--- src/rtl/mem_port_arbiter.sv ---
// Two-requester round-robin arbiter sharing one synchronous memory port.
// Each access is IDLE -> ACCESS -> CAPTURE; the ack shows up in the following IDLE cycle.
module mem_port_arbiter #(
    parameter int N = 32
) (
    input  logic         clk,
    input  logic         rstb,
    input  logic         req0,
    input  logic         req1,
    input  logic         we0,
    input  logic         we1,
    input  logic [N-1:0] addr0,
    input  logic [N-1:0] addr1,
    input  logic [N-1:0] wdata0,
    input  logic [N-1:0] wdata1,
    output logic         gnt0,
    output logic         gnt1,
    output logic         ack0,
    output logic         ack1,
    output logic [N-1:0] rdata0,
    output logic [N-1:0] rdata1,
    output logic         mem_wr_ena,
    output logic [N-1:0] mem_addr,
    output logic [N-1:0] mem_wr_data,
    input  logic [N-1:0] mem_rd_data,
    output logic         busy
);

    typedef enum logic [1:0] {
        IDLE    = 2'd0,
        ACCESS  = 2'd1,
        CAPTURE = 2'd2
    } state_t;

    state_t       state_q, state_d;
    logic         id_q, id_d;
    logic         we_q, we_d;
    logic         last_q, last_d;
    logic         gnt0_q, gnt0_d;
    logic         gnt1_q, gnt1_d;
    logic         ack0_q, ack0_d;
    logic         ack1_q, ack1_d;
    logic         mem_wr_ena_q, mem_wr_ena_d;
    logic [N-1:0] mem_addr_q, mem_addr_d;
    logic [N-1:0] mem_wr_data_q, mem_wr_data_d;
    logic [N-1:0] rdata0_q, rdata0_d;
    logic [N-1:0] rdata1_q, rdata1_d;

    logic any_req;
    logic win_id;

    // On a tie the requester that did not win last time goes next;
    // last_q resets to 1 so requester 0 is favoured first.
    assign any_req = req0 | req1;
    assign win_id  = (req0 && req1) ? ~last_q : req1;

    always_ff @(posedge clk or negedge rstb) begin
        if (!rstb) begin
            state_q <= IDLE;
        end else begin
            state_q <= state_d;
        end
    end

    always_comb begin
        state_d = state_q;
        case (state_q)
            IDLE:    if (any_req) state_d = ACCESS;
            ACCESS:  state_d = CAPTURE;
            CAPTURE: state_d = IDLE;
            default: state_d = IDLE;
        endcase
    end

    always_comb begin
        id_d          = id_q;
        we_d          = we_q;
        last_d        = last_q;
        gnt0_d        = 1'b0;
        gnt1_d        = 1'b0;
        ack0_d        = 1'b0;
        ack1_d        = 1'b0;
        mem_wr_ena_d  = 1'b0;
        mem_addr_d    = mem_addr_q;
        mem_wr_data_d = mem_wr_data_q;
        rdata0_d      = rdata0_q;
        rdata1_d      = rdata1_q;
        case (state_q)
            IDLE: begin
                if (any_req) begin
                    id_d          = win_id;
                    last_d        = win_id;
                    we_d          = win_id ? we1 : we0;
                    gnt0_d        = ~win_id;
                    gnt1_d        = win_id;
                    mem_wr_ena_d  = win_id ? we1 : we0;
                    mem_addr_d    = win_id ? addr1 : addr0;
                    mem_wr_data_d = win_id ? wdata1 : wdata0;
                end
            end
            CAPTURE: begin
                // Memory data for the address driven in ACCESS is valid now.
                ack0_d = ~id_q;
                ack1_d = id_q;
                if (!we_q) begin
                    if (id_q) rdata1_d = mem_rd_data;
                    else      rdata0_d = mem_rd_data;
                end
            end
            default: ;
        endcase
    end

    always_ff @(posedge clk or negedge rstb) begin
        if (!rstb) begin
            id_q          <= 1'b0;
            we_q          <= 1'b0;
            last_q        <= 1'b1;
            gnt0_q        <= 1'b0;
            gnt1_q        <= 1'b0;
            ack0_q        <= 1'b0;
            ack1_q        <= 1'b0;
            mem_wr_ena_q  <= 1'b0;
            mem_addr_q    <= '0;
            mem_wr_data_q <= '0;
            rdata0_q      <= '0;
            rdata1_q      <= '0;
        end else begin
            id_q          <= id_d;
            we_q          <= we_d;
            last_q        <= last_d;
            gnt0_q        <= gnt0_d;
            gnt1_q        <= gnt1_d;
            ack0_q        <= ack0_d;
            ack1_q        <= ack1_d;
            mem_wr_ena_q  <= mem_wr_ena_d;
            mem_addr_q    <= mem_addr_d;
            mem_wr_data_q <= mem_wr_data_d;
            rdata0_q      <= rdata0_d;
            rdata1_q      <= rdata1_d;
        end
    end

    assign gnt0        = gnt0_q;
    assign gnt1        = gnt1_q;
    assign ack0        = ack0_q;
    assign ack1        = ack1_q;
    assign rdata0      = rdata0_q;
    assign rdata1      = rdata1_q;
    assign mem_wr_ena  = mem_wr_ena_q;
    assign mem_addr    = mem_addr_q;
    assign mem_wr_data = mem_wr_data_q;
    assign busy        = (state_q != IDLE);

endmodule

--- config.mk ---
export PLATFORM = sky130hd
export DESIGN_NAME = mem_port_arbiter
export DESIGN_NICKNAME = d
export VERILOG_FILES = /design/src/rtl/mem_port_arbiter.sv
export SDC_FILE = /design/constraint.sdc
export NUM_CORES = 1
export LEC_CHECK = 0
export CAP_MARGIN = 40
export CORE_UTILIZATION = 36
export CTS_CLUSTER_SIZE = 24
export DETAILED_ROUTE_END_ITERATION = 12
export GPL_ROUTABILITY_DRIVEN = 0
export HOLD_SLACK_MARGIN = 0.02
export PLACE_DENSITY = 0.78
export RECOVER_POWER = 25
export SLEW_MARGIN = 25
export SYNTH_ARGS = -nofsm -noshare
export SYNTH_HDL_FRONTEND = slang
export SYNTH_SLANG_ARGS = --single-unit
--- constraint.sdc ---
create_clock -name clk -period 1.73 [get_ports clk]
set_clock_uncertainty 0.15 [all_clocks]
set_input_delay 0.2595 -clock clk [delete_from_list [all_inputs] [get_ports clk]]
set_output_delay 0.2595 -clock clk [all_outputs]
set_load 0.02 [all_outputs]
Word-level counts from Yosys, hierarchy flattened

Cells that the tools add are included.

Add/sub/neg operators: 0
Multipliers: 0
Div/mod/pow operators: 0
$lt $le $gt $ge: 0
Eq/ne operators: 3
Shift-type cells: 0
Muxes and demuxes: 14
Bitwise operators: 5
Reduce and logical (&&, ||, !) cells: 6

Operator list:

| operator                                                        | number |
|---|---|
| 32-bit 2-to-1 mux                                               | 2 |
| 1-bit 2-to-1 mux                                                | 10 |
| 3-bit AND reduction                                             | 2 |
| 1-bit NOT                                                       | 4 |
| 2-bit case mux with 2 select lines                              | 1 |
| 2-bit by 1-bit == test with 1-bit output, second input constant | 1 |
| 2-bit == test, second input constant                            | 1 |
| 2-bit logical NOT                                               | 1 |
| 2-bit 2-to-1 mux                                                | 1 |
| 2-bit inequality test, second input constant                    | 1 |
| 2-bit AND reduction                                             | 1 |
| 2-bit nonzero test                                              | 1 |
| 1-bit logical AND                                               | 1 |
| 1-bit bitwise OR                                                | 1 |

Bits in registers: 138
Latch bits: 0
Memory bits (writable): 0
Bits in read-only memories: 0
Logic and storage cells: 41
Memories kept: 0

Longest topological paths before layout

Gate-level depths: netlist of the first run.

Word-level depth: 5
Depth in mapped cells: 6
Depth with buffers taken out: 4

Least setup slack after synthesis of the first run

No wires, ideal clock.

Path type: flip-flop to flip-flop
Start point: register last_q
End point: register mem_wr_data_q[25], in the netlist mem_wr_data[25]
Setup time: 0.126 ns
Arrival: 1.409 ns
Slack: 0.046 ns
Cell stages (with the launch flop): 7
Path buffers: 3
Cell sequence: dfstp_2 -> nand2_1 -> and3_1 -> clkbuf_1 -> buf_4 -> buf_2 -> a221o_1

Longest elaborated chain between the ends: 3

Ends and longest elaborated chain:

| element                | RTL line | text |
|---|---|---|
| from (decl)            | 38       | `logic last_q, last_d;` |
| from (signal assigned) | 131      | `last_q <= last_d;` |
| 1-bit NOT              | 55       | `assign win_id = (req0 && req1) ? ~last_q : req1;` |
| 1-bit 2-to-1 mux       | 55       |  |
| 32-bit 2-to-1 mux      | 98       | `mem_wr_data_d = win_id ? wdata1 : wdata0;` |
| to (signal assigned)   | 138      | `mem_wr_data_q <= mem_wr_data_d;` |
| to (decl)              | 45       | `logic [N-1:0] mem_wr_data_q, mem_wr_data_d;` |

No other way between the ends.
A chain may end at the register's enable or synchronous reset.

Worst setup path in the final report of the first run

Start point: register state_q[0]
End point: register rdata0_q[15], in the netlist rdata0[15]

Longest elaborated chain between the ends: 2

Ends and longest elaborated chain:

| element                              | RTL line | text |
|---|---|---|
| from (decl)                          | 35       | `state_t state_q, state_d;` |
| from (signal assigned)               | 61       | `state_q <= state_d;` |
| 2-bit == test                        | 88       | `case (state_q)` |
| 3-bit AND reduction (no source line) | -        |  |
| to (signal assigned)                 | 139      | `rdata0_q <= rdata0_d;` |
| to (decl)                            | 46       | `logic [N-1:0] rdata0_q, rdata0_d;` |

No other way between the ends.

==> results by group, run 1 <==
Run status
  • Outcome: complete, no violations

Logic synthesis
  • Post-Syn Nets: 552
  • Yosys reg bits: 138
  • Synth warn: 0
  • Cell variety after synth: 21
  • Syn_area_per_cell: 14.5 um2
  • Cell area after synthesis: 0.00560 mm2
  • Seq/Total Area, Yosys: 61.7%
  • Syn Inst Count: 386

Routing
  • Routed wire length: 16800 um
  • Vias per cell: 5.24
  • DR iter-0 viols: 255
  • Vias: 4690
  • DRC: 0
  • Antenna-violating nets left: 0
  • WL/cell: 18.7 um
  • 1st-pass router iterations: 4

Global route
  • GRT overflow: 0
  • First-pass GRT wire length: 26600 um
  • Initial antenna violation count: 0
  • Largest net degree at the start of global routing: 50
  • All-Layer GR Usage: 21.6%
  • Vias in the first global route: 5089

Setup path
  • Critical path arrival: 1.83 ns
  • Worst Path Buf+Inv: 2
  • Delay-heaviest family, CP: flip-flops
  • Slowest-stage cell, CP: dfrtp_1
  • Startpoint class of the critical path: flop
  • Critical path cell sequence: nand2b_4, nor3_4, buf_4, buf_12, mux2_2
  • Worst-path fanout max: 16
  • CP peak stage delay: 0.42 ns
  • Worst path required time: 1.87 ns
  • Critical Path Sink Type: flop
  • Critical path class: reg2reg

STA
  • Period utilisation layout: 97.5%
  • Final hold violations: 0
  • Final worst-path setup slack: 0.0436 ns
  • Slew Limit Headroom: 32.6%
  • Fin Hold WS: 0.304 ns
  • Worst-Margin Slew: 1.01 ns
  • Fmax: 593 MHz
  • Post-layout min period: 1.69 ns
  • Count of final setup violators: 0
  • Slew Limit Fails: 0

Final layout
  • # nets final: 860
  • Fin area: 0.00936 mm2
  • Register area: 0.00346 mm2
  • Area taken by multi-input logic gates: 0.00199 mm2
  • Layout area overhead: 67.1%
  • Layout cell share with drive strength beyond 1: 17.4%
  • Fill count: 1265
  • ANT cells: 0

Power
  • PwrDens: 1830 mW/mm2
  • Max VDD drop: 0.876 mV
  • P_leak: 4.22 nW

Die
  • Initial Utilization: 36.8%
  • Area of the die: 0.0161 mm2
  • Rows: 45
  • I/O Pins: 300
  • Core Area: 0.0152 mm2
  • Die height: 127 um
  • DIE WIDTH: 127 um

Placement
  • Dpl ws: -0.132 ns
  • HPWL after DPL: 12100 um
  • Placed cell areas: 0.00894 mm2
  • Buffers on Ports: 299

Clock tree
  • Number of H-tree levels: 4
  • CTS tree: done
  • CTS root buf: clkbuf_16
  • Deepest clock path buffer count: 2
  • CTS buffer count: 17
  • CTS clock-pin slew for the worst setup and hold paths: 0.06 ns
  • Skew-Pair Late Insertion Delay: 0.41 ns
  • Num Clock Sinks: 138

Worst hold path
  • HP Class: in2reg

Job
  • Max Cap Viol: 0
==> placed cells by master (no fill, tap or decap), types with 2 or more instances in the layout <==
cell,instances
buf_12,9
clkbuf_16,17
a221o_1,65
clkbuf_1,6
dlygate4sd2_1,133
mux2_1,4
dfrtp_1,135
clkinv_2,4
clkinvlp_4,2
nor3_4,2
nor2_1,3
nor2_4,2
buf_4,13
clkdlybuf4s50_1,164
o21a_1,67
clkbuf_8,2
dfrtp_2,2
inv_2,2
clkbuf_2,2
mux2_2,60
==> metal layers <==
metal / up-vias / track usage [%] / share of wire (%)
li1: 2101 / - / -
met1: 2350 / 24.7 / 39
met2: 210 / 37.7 / 52
met3: 29 / 6.87 / 7.3
met4: 0 / 8.54 / 2.1
met5: - / 0 / 0
==> what timing repair did <==
item,4_1_cts,5_1_grt
gates resized for setup,136,7
pin swaps,1,1
endpoints found under the hold margin,137,0
gates cloned,1,0
endpoints found under the setup margin,181,64
setup buffers,2,0
hold buffers,1,0
==> final cells by class <==
type                       instances  area share [%]
sequential                       138            36.9
tap                              188            2.51
clock inverter                     7           0.468
multi-input combinational        210            21.3
inverter                           3           0.120
timing repair buffer             324            33.6
clock buffer                      25            5.08
==> registers in the layout, summed over array words and instances, names as in the netlist <==
| name | count |
|---|---|
| we_q | 1 |
| ack1 | 1 |
| state_q | 2 |
| mem_wr_data | 32 |
| gnt1 | 1 |
| id_q | 1 |
| rdata0 | 32 |
| rdata1 | 32 |
| gnt0 | 1 |
| mem_wr_ena | 1 |
| mem_addr | 32 |
| last_q | 1 |
| ack0 | 1 |
==> power by group <==
part           total [mW]  internal, mW  switching (mW)  leakage [nW]
combinational        8.22          3.89            4.33          2.29
clock                3.19          1.90            1.29         0.251
sequential           5.70          4.83           0.865          1.68
==> through the flow <==
step / util, % / total power, mW / std cells / TNS [ns]
6_report: 61.6 / 17.1 / 895 / 0
5_1_grt: 61.6 / 18.1 / 895 / -0.0125
4_1_cts: 61.5 / 17.3 / 895 / -1.27
3_5_place_dp: 58.8 / 15.1 / 859 / -7.22
3_3_place_gp: 58.8 / 14.8 / 859 / -6.11
2_1_floorplan: - / 10.5 / 386 / 0
==> worst register-to-register path, stage by stage, from the launching register on <==
cell and delay [ns]:
dfrtp_1 0.42, nand2b_4 0.19, nor3_4 0.16, buf_4 0.15
buf_12 0.15, mux2_2 0.35
==> worst paths after layout <==
| kind | slack (ns) | cells after the start | from | end |
|---|---|---|---|---|
| worst min-delay path | 0.30 | 2 | addr1[20] | mem_addr[20] |
| max in group asynchronous | 0.22 | 3 | rstb | last_q |
| worst min register to register | 0.34 | 1 | rdata1[11] | rdata1[11] |
| worst max-delay path | 0.04 | 5 | state_q[0] | rdata0[15] |
| worst max register to register | 0.04 | 5 | state_q[0] | rdata0[15] |
| min in group asynchronous | 0.40 | 2 | rstb | rdata1[28] |
==> cell usage after synthesis, drive strengths merged <==
cell	number	area [um2]
nand2	1	3.75
and3	1	6.26
o21a	67	503
nand2b	2	12.5
nor2	5	21.3
dfstp	1	26.3
nor2b	1	6.26
nand3	1	5.00
inv	3	11.3
nor3	2	20.0
clkbuf	12	45.0
dfrtp	137	3430
mux2	64	721
a221o	65	651
buf	23	131
a22o	1	8.76
==> logic make-up after synthesis <==
| logic type | after synthesis | synth area share, % |
|---|---|---|
| flops | 138 | 61.7 |
| simple gates | 13 | 1.34 |
| mux | 64 | 12.9 |
| compound gates | 133 | 20.8 |
| buf+inv | 38 | 3.35 |
Power figures use the tool's default switching activity.
==> run 2, diff against run 1 <==
- CORE_MARGIN: default -> 5
- CORE_UTILIZATION: 36 -> 40
- PLACE_DENSITY: 0.78 -> 0.82
- clock period: 1.73 -> 1.95 ns (I/O delays scaled with it)
==> results by group, run 2 (synthesized netlist as in run 1, its figures left out) <==
Power
  • Max VDD drop: 0.952 mV (+8.8%)
  • P_leak: 3.93 nW (-6.9%)
  • Sw Share: 35.4% (-2.5 points)
  • PwrDens: 1750 mW/mm2 (-4.0%)
  • Internal power: 10.8 mW (+1.6%)
  • Clock share of power: 20.2% (+1.5 points)
  • Reg power frac: 30.8% (-2.5 points)
  • Combinational share of power: 49.0% (+1.0 points)
  • Switching pwr: 5.92 mW (-8.6%)

Worst hold path
  • HP Class: reg2reg

STA
  • Slew Limit Fails: 0 (unchanged)
  • RSZ-0062 raised after global routing: false
  • Worst-Margin Slew: 0.814 ns (-0.196 ns)
  • Fmax: 539 MHz
  • Fin Setup TNS: 0 ns (unchanged)
  • Period utilisation layout: 95.2%
  • Fin Hold WS: 0.319 ns (+0.0151 ns)
  • Count of final setup violators: 0 (unchanged)
  • Final hold violations: 0 (unchanged)
  • Slew Limit Headroom: 45.7% (+13 points)
  • Post-layout min period: 1.86 ns

Setup path
  • Critical path cell sequence: clkdlybuf4s50_1
  • Critical path arrival: 1.41 ns (-0.42 ns)
  • Delay-heaviest family, CP: buffers and inverters
  • Critical Path Sink Type: output pin
  • Slowest-stage cell, CP: clkdlybuf4s50_1
  • Startpoint class of the critical path: flop
  • CP peak stage delay: 0.65 ns (+0.23 ns)
  • Worst-path fanout max: 2 (-14)
  • Worst path required time: 1.51 ns (-0.36 ns)
  • Worst Path Buf+Inv: 1 (-1)
  • Critical path class: reg2out

Global route
  • Vias in the first global route: 4988 (-2.0%)
  • Initial antenna violation count: 0 (unchanged)
  • First-pass GRT wire length: 27500 um (+3.6%)
  • Largest net degree at the start of global routing: 67 (+34%)
  • All-Layer GR Usage: 21.5% (-0.097 points)
  • GRT overflow: 0 (unchanged)

Routing
  • WL/cell: 20.0 um (+6.7%)
  • Antenna-violating nets left: 0 (unchanged)
  • 1st-pass router iterations: 4 (unchanged)
  • DR iter-0 viols: 268 (+5.1%)
  • Vias per cell: 5.32 (+1.4%)
  • Vias: 4683 (-0.15%)
  • DRC: 0 (unchanged)
  • Routed wire length: 17600 um (+5.0%)

Clock tree
  • CTS tree: done
  • Skew-Pair Late Insertion Delay: 0.40 ns (about the same)
  • Setup Fix Bufs, Post-CTS: 0 (-2)
  • CTS buffer count: 17 (unchanged)
  • Number of H-tree levels: 4 (unchanged)
  • Num Clock Sinks: 138 (unchanged)
  • CTS clock-pin slew for the worst setup and hold paths: 0.06 ns (about the same)
  • CTS root buf: clkbuf_16
  • Deepest clock path buffer count: 2 (unchanged)

Die
  • Initial Utilization: 40.5% (+3.7 points)
  • Rows: 43 (-4.4%)
  • Core Area: 0.0138 mm2 (-9.0%)
  • DIE WIDTH: 128 um (+1.3%)
  • Die height: 128 um (+1.3%)
  • I/O Pins: 300 (unchanged)
  • Area of the die: 0.0165 mm2 (+2.5%)

Final layout
  • Layout area overhead: 70.1%
  • Fill count: 920 (-27%)
  • ANT cells: 0 (unchanged)
  • Fin cells: 881 (-1.6%)
  • Layout cell share with drive strength beyond 1: 16.7% (-0.71 points)
  • # nets final: 854 (-0.70%)
  • Leading cell types in the layout, fill and taps excluded: clkdlybuf4s50_1 (297), dfrtp_1 (137), o21a_1 (67)
  • Commonest non-fill, non-tap cell in the layout: clkdlybuf4s50_1
  • Final Util: 68.9% (+7.3 points)

Job
  • Max Cap Viol: 0 (unchanged)

Placement
  • HPWL after DPL: 13200 um (+8.8%)
  • Placed Instances: 848 (-1.3%)
  • Buffers on Ports: 299 (unchanged)

Run status
  • Outcome: complete, no violations
==> run 2: stage by stage <==
| stage | area (um2) | setup slack (ns) | total power, mW |
|---|---|---|---|
| floorplan | 5600 | 0.266 | 9.34 |
| finish | 9530 | 0.0943 | 16.7 |
| global route | 9530 | 0.0207 | 17.6 |
| global placement | 8910 | 0.0616 | 13.2 |
| CTS | 9540 | 0.0361 | 16.9 |
| detailed placement | 8910 | 0.0150 | 13.4 |
==> run 2: metal layers <==
metal	vias up	global-route usage [%]	routed length (um)
li1	2098	-	-
met1	2294	26.4	6840
met2	256	35.0	8550
met3	35	7.12	1700
met4	0	8.99	506
met5	-	0	0
==> run 2: power groups by stage <==
stage / combinational, mW / clock, mW / sequential, mW
2_1_floorplan: 2.67 / 0 / 6.67
3_3_place_gp: 8.07 / 0 / 5.09
3_5_place_dp: 8.27 / 0 / 5.16
4_1_cts: 8.28 / 3.44 / 5.16
5_1_grt: 8.68 / 3.57 / 5.32
6_report: 8.19 / 3.38 / 5.14
==> run 2: area by class of cell <==
type                       instances  area (um2)  share of cell area (%)
multi-input combinational        210        1980                    20.8
clock inverter                    13         190                    2.00
inverter                           3        11.3                   0.118
timing repair buffer             318        3230                    33.9
sequential                       138        3450                    36.3
clock buffer                      19         433                    4.54
tap                              180         225                    2.36
==> run 2: what timing repair did <==
| item | in CTS | in global routing |
|---|---|---|
| gates resized for setup | 1 | 0 |
| hold buffers | 1 | 0 |
| endpoints found under the setup margin | 1 | 0 |
| endpoints found under the hold margin | 137 | 0 |
==> run 2: final timing paths <==
check | slack (ns) | start | endpoint | cells past startpoint
max in group asynchronous | 0.32 | rstb | last_q | 3
min reg2reg | 0.32 | state_q[1] | state_q[1] | 1
max | 0.09 | mem_wr_data[1] | mem_wr_data[1] | 1
min in group asynchronous | 0.38 | rstb | rdata1[19] | 2
min | 0.32 | state_q[1] | state_q[1] | 1
max reg2reg | 0.20 | state_q[0] | rdata0[19] | 4
